--- config.mk ---
export PLATFORM = sky130hd
export DESIGN_NAME = sa_ram_rwsp_param
export DESIGN_NICKNAME = d
export VERILOG_FILES = /design/src/rtl/sa_ram_rwsp_param.sv
export SDC_FILE = /design/constraint.sdc
export NUM_CORES = 1
export LEC_CHECK = 0
export CAP_MARGIN = 20
export CORE_MARGIN = 2
export CORE_UTILIZATION = 55
export CTS_CLUSTER_DIAMETER = 30
export DETAILED_ROUTE_END_ITERATION = 8
export PLACE_DENSITY = 0.74
export SETUP_SLACK_MARGIN = 0.1
export SLEW_MARGIN = 15
export SYNTH_ARGS = -nofsm -noshare
export SYNTH_HDL_FRONTEND = slang
export SYNTH_SLANG_ARGS = --single-unit
--- constraint.sdc ---
create_clock -name clk -period 15.6 [get_ports clk]
set_clock_uncertainty 0.05 [all_clocks]
set_input_delay 1.56 -clock clk [delete_from_list [all_inputs] [get_ports clk]]
set_output_delay 1.56 -clock clk [all_outputs]
set_load 0.01 [all_outputs]
--- src/rtl/sa_ram_rwsp_param.sv ---
// sa_ram_rwsp_param: parametrised 1R/1W register-file RAM with a two-stage
// read pipeline (registered read address, registered output), per-lane
// write masks, optional write-to-read forwarding on address collision,
// an output-valid flag and a one-cycle collision pulse.
module sa_ram_rwsp_param #(
   parameter int DW      = 129,
   parameter int DEPTH   = 8,
   parameter int AW      = (DEPTH > 1) ? $clog2(DEPTH) : 1,
   parameter int WE_GRAN = 129,
   parameter int BYPASS  = 1,
   localparam int NWE    = (DW + WE_GRAN - 1) / WE_GRAN
) (
   input  logic          clk,
   input  logic          rstn,
   input  logic [AW-1:0] ra,
   input  logic          re,
   input  logic          ore,
   output logic [DW-1:0] dout,
   output logic          dout_vld,
   input  logic [AW-1:0] wa,
   input  logic          we,
   input  logic [NWE-1:0] wmask,
   input  logic [DW-1:0] di,
   output logic          collision,
   input  logic [31:0]   pwrbus_ram_pd
);

   localparam logic [AW:0] DEPTH_C = (AW + 1)'(DEPTH);
   localparam bit          BYP     = (BYPASS != 0);

   logic [DW-1:0] mem [DEPTH];

   logic [AW-1:0] ra_p1;
   logic          ra_vld_p1;
   logic [DW-1:0] lane_bits;
   logic [DW-1:0] dout_ram;
   logic [DW-1:0] sel_data;
   logic          wa_ok;
   logic          ra_ok;
   logic          coll;

   // The power bus has no functional effect; fold it into a sink net.
   logic unused_pwrbus;
   assign unused_pwrbus = ^pwrbus_ram_pd;

   assign wa_ok = ({1'b0, wa} < DEPTH_C);
   assign ra_ok = ({1'b0, ra_p1} < DEPTH_C);

   // Expand the per-lane write mask to one enable bit per data bit.
   always_comb begin
      lane_bits = '0;
      for (int i = 0; i < DW; i++) begin
         lane_bits[i] = wmask[i / WE_GRAN];
      end
   end

   // Array write: masked lanes only, never during reset, out-of-range ignored.
   always_ff @(posedge clk) begin
      if (rstn && we && wa_ok) begin
         mem[wa] <= (mem[wa] & ~lane_bits) | (di & lane_bits);
      end
   end

   // Asynchronous array read; addresses past the last entry read as zero.
   assign dout_ram = ra_ok ? mem[ra_p1] : '0;

   // A same-edge write to the address being loaded into dout.
   assign coll = ore & we & ra_vld_p1 & (wa == ra_p1) & wa_ok;

   // Forward written lanes into the output on collision when enabled.
   always_comb begin
      sel_data = dout_ram;
      if (coll && BYP) begin
         sel_data = (di & lane_bits) | (dout_ram & ~lane_bits);
      end
   end

   // ---- stage 1: read-address capture ----
   // Register the read address; the valid flag is sticky until reset.
   always_ff @(posedge clk) begin
      if (!rstn) begin
         ra_p1     <= '0;
         ra_vld_p1 <= 1'b0;
      end else if (re) begin
         ra_p1     <= ra;
         ra_vld_p1 <= 1'b1;
      end
   end

   // ---- stage 2: output register ----
   // Load read data and its validity when the output enable is asserted.
   always_ff @(posedge clk) begin
      if (!rstn) begin
         dout     <= '0;
         dout_vld <= 1'b0;
      end else if (ore) begin
         dout     <= sel_data;
         dout_vld <= ra_vld_p1;
      end
   end

   // Collision pulse, re-evaluated every edge so it lasts one cycle.
   always_ff @(posedge clk) begin
      if (!rstn) begin
         collision <= 1'b0;
      end else begin
         collision <= coll;
      end
   end

endmodule

==> results.cfg <==
[clocking]
clock_path_buffers = 3
tritoncts.num_buffers = 212
insertion_delay_ps = 780
depth_of_the_cts_h_tree = 4
cts_tree = yes
root_buffer = sky130_fd_sc_hd__clkbuf_16
ctsResizeCount = 0
cts.clk_slew.worst_paths_ps = 50
count_of_hold_fix_buffers_inserted_at_cts = 0
cts_setup_buffers = 0
tritoncts_num_sinks = 1170

[worst_hold_path]
min_delay_path_depth = 2
holdCritPathClass = flip-flop to flip-flop
worst_hold_path.endpoint = dout[79]
min_from = dout[79]

[detailed_routing]
drt_first_iter_violations = 4406
route.detailed.vias_per_inst = 7.03
wire_per_inst_um = 31.7
drtPass1Iterations = 6
ant_nets = 0
drc = 0
drt-total-wl_um = 160000
number_of_vias_after_detailed_routing = 35400

[place]
buffer_ports.inserted = 271
gp_congestion = 0.805
place.detailed.hpwl_um = 86200
dp.cells = 4645

[timing]
final_hold_viol_count = 0
worst_slew_pin_slew_ps = 1230
unrepaired_setup_endpoints_after_global_routing = false
maxSlewHeadroom_pct = 17.7
final.period_utilization_pct = 33.2
fmax_ghz = 0.193
timing_max_transition_violations_final = 0
finalCriticalPeriod_ps = 5170
setup-tns-final_ps = 0
setup_viol_count_final = 0

[logic_synthesis]
postSynth.asyncResetShare_pct = 0
ys_seq_area_share_pct = 62.9
ys_seq_elements = 1170
synth_edf_count = 1032
synth_fp_nets = 3501
synthesis.area_sq_um = 53700
ys_warn_count = 0
synth_flop_cell = sky130_fd_sc_hd__edfxtp_1
synthesis.instances = 3328
synth_area_per_cell_sq_um = 16.1
synth.lib_cells_used.distinct = 67

[global_routing]
grt_remaining_overflow = 0
grt_use_total_pct = 31.8
grt_pass1_wl_um = 235000
grt_start_max_net_pins = 186
antenna_found_initial = 5
vias_in_the_first_global_route = 37300

[floorplanning]
die_outline_area_sq_um = 100000
chipWidth_um = 316
row_count = 114
initial_utilization_pct = 55.5
io-pin-count = 304
die_h_um = 316
core_region_area_sq_um = 96700

[cells_and_area]
instances_no_fill = 5044
nNetsFinal = 3756
finalCoreUtilization_pct = 66.6
n_antenna_cell = 0
area_delta_synth_final_pct = 20.0
share_of_cells_above_drive_strength_1_pct = 22.8

[power_and_ir_drop]
reported_leakage_power_uw = 0.0214
ir_drop_v = 0.000120
power-per-cell-area_nw_per_um2 = 138

[worst_setup_path]
r2r_setup_slk_ps = 11630
worstSetupEndpointType = flip-flop
worst_ep_required_ps = 16010
critical_path_arrival_ps = 5580
startpoint_type = input pin
crit_type = input pin to flip-flop
rr_endpoint = dout[103]
ff2ff_path_depth = 5
critical_path.max_fanout = 68

[flow_run]
cap_viol_max_count = 0

[outcome]
outcome = completed
## per-layer routing
| layer | GRT usage (%) | up-vias | wire length (um) |
|---|---|---|---|
| met5 | 0 | - | 53 |
| met4 | 16.4 | 10 | 7910 |
| met3 | 8.05 | 502 | 19000 |
| met2 | 51.3 | 2662 | 76700 |
| met1 | 40.3 | 17900 | 56100 |
| li1 | - | 14400 | - |
## synth_stat cells (23+ instances only)
master | instances | share of area [%]
sky130_fd_sc_hd__a21oi_1 | 133 | 1.2
sky130_fd_sc_hd__a221o_1 | 33 | 0.62
sky130_fd_sc_hd__a221oi_1 | 116 | 1.9
sky130_fd_sc_hd__a22o_1 | 24 | 0.39
sky130_fd_sc_hd__a22oi_1 | 83 | 1.2
sky130_fd_sc_hd__a2bb2oi_1 | 28 | 0.46
sky130_fd_sc_hd__buf_1 | 23 | 0.16
sky130_fd_sc_hd__buf_2 | 112 | 1.0
sky130_fd_sc_hd__buf_4 | 42 | 0.59
sky130_fd_sc_hd__clkbuf_1 | 98 | 0.69
sky130_fd_sc_hd__dfxtp_1 | 138 | 5.1
sky130_fd_sc_hd__edfxtp_1 | 1032 | 58
sky130_fd_sc_hd__inv_1 | 99 | 0.69
sky130_fd_sc_hd__mux2_2 | 63 | 1.3
sky130_fd_sc_hd__mux2i_1 | 340 | 6.3
sky130_fd_sc_hd__mux4_2 | 271 | 11
sky130_fd_sc_hd__nand2_1 | 172 | 1.2
sky130_fd_sc_hd__nand3_1 | 41 | 0.38
sky130_fd_sc_hd__nor2_1 | 25 | 0.17
sky130_fd_sc_hd__o21ai_0 | 78 | 0.73
sky130_fd_sc_hd__o221ai_1 | 100 | 1.6
sky130_fd_sc_hd__o221ai_2 | 51 | 1.4
## critical path, cell delays in order
cell	delay [ps]
sky130_fd_sc_hd__clkbuf_8	490
sky130_fd_sc_hd__buf_4	750
sky130_fd_sc_hd__nor3b_4	1110
sky130_fd_sc_hd__buf_4	510
sky130_fd_sc_hd__a221oi_1	160
sky130_fd_sc_hd__o21ai_0	130
sky130_fd_sc_hd__a21boi_0	680
## flip-flops by register name, summed over array words and instances (netlist names), named ones only
register,count
mem,1032
ra_p1,3
dout_vld,1
ra_vld_p1,1
dout,129
collision,1
## where the power goes
| group | switching [uW] | internal (uW) | total [uW] |
|---|---|---|---|
| Combinational | 403 | 277 | 680 |
| Clock | 1610 | 3050 | 4660 |
| Sequential | 50.0 | 3520 | 3570 |
| Total | 2060 | 6840 | 8900 |
## worst max path at each step
stage               startpoint    endpoint  slack, ps  depth (start not counted)
finish                   wa[1]  mem[4][24]      10430                          7
global route             wa[1]  mem[1][24]      10470                          7
CTS                      wa[1]  mem[1][24]      10690                          7
detailed placement       wa[1]  mem[2][24]       9880                          7
global placement         wa[1]  mem[1][50]       9950                          6
floorplan                wa[0]   mem[3][0]       3550                          6
## through the flow
| step | power, uW | setup WS [ps] | hold slack (ps) | cell area, sq um |
|---|---|---|---|---|
| global placement | 4260 | 9950 | 394 | 57000 |
| detailed placement | 4290 | 9880 | 398 | 57000 |
| floorplan | 4040 | 3550 | 435 | 53700 |
| CTS | 8920 | 10690 | 411 | 64400 |
| finish | 8900 | 10430 | 412 | 64400 |
| global route | 9120 | 10470 | 439 | 64400 |
## cells in the final DEF (no fill, tap or decap), types with 13 or more instances in the layout
master                               n
sky130_fd_sc_hd__o211ai_1           18
sky130_fd_sc_hd__clkdlybuf4s50_1   265
sky130_fd_sc_hd__dfxtp_1           135
sky130_fd_sc_hd__a221o_1            33
sky130_fd_sc_hd__bufinv_16          26
sky130_fd_sc_hd__clkinv_1           13
sky130_fd_sc_hd__clkinvlp_4         26
sky130_fd_sc_hd__a21oi_1           133
sky130_fd_sc_hd__nand3_1            41
sky130_fd_sc_hd__inv_6              18
sky130_fd_sc_hd__clkbuf_16         217
sky130_fd_sc_hd__clkbuf_8           15
sky130_fd_sc_hd__a221oi_1          116
sky130_fd_sc_hd__a22o_1             24
sky130_fd_sc_hd__o221ai_1          100
sky130_fd_sc_hd__a2bb2oi_1          28
sky130_fd_sc_hd__clkinv_4           26
sky130_fd_sc_hd__o221ai_2           51
sky130_fd_sc_hd__nor2_1             25
sky130_fd_sc_hd__nand3b_1           20
sky130_fd_sc_hd__mux2i_1           340
sky130_fd_sc_hd__edfxtp_1         1032
sky130_fd_sc_hd__mux4_2            271
sky130_fd_sc_hd__inv_1              97
sky130_fd_sc_hd__clkbuf_1           24
sky130_fd_sc_hd__mux2_2             63
sky130_fd_sc_hd__buf_4              66
sky130_fd_sc_hd__clkinv_2           31
sky130_fd_sc_hd__nand2_1           172
sky130_fd_sc_hd__o21ai_0            78
sky130_fd_sc_hd__a22oi_1            83
sky130_fd_sc_hd__a211oi_1           20
## area by class of cell
cell class | count | area [sq um]
clock buffer | 254 | 5700
clock inverter | 145 | 1670
fill | 6288 | 32300
inverter | 101 | 382
multi-input combinational | 1758 | 18000
sequential | 1170 | 33800
tap | 1276 | 1600
timing repair buffer | 340 | 3280
## kinds of logic after synthesis
family                 Yosys count  synth area share (%)
flip-flops                    1170                  62.9
AO/OA/AOI/OAI                  756                  11.2
multiplexers                   674                  19.0
buffers and inverters          400                  3.79
AND/OR/NAND/NOR                325                  2.97
XOR/XNOR                         3                0.0770
Note: power is estimated with default switching activity, not from simulation.
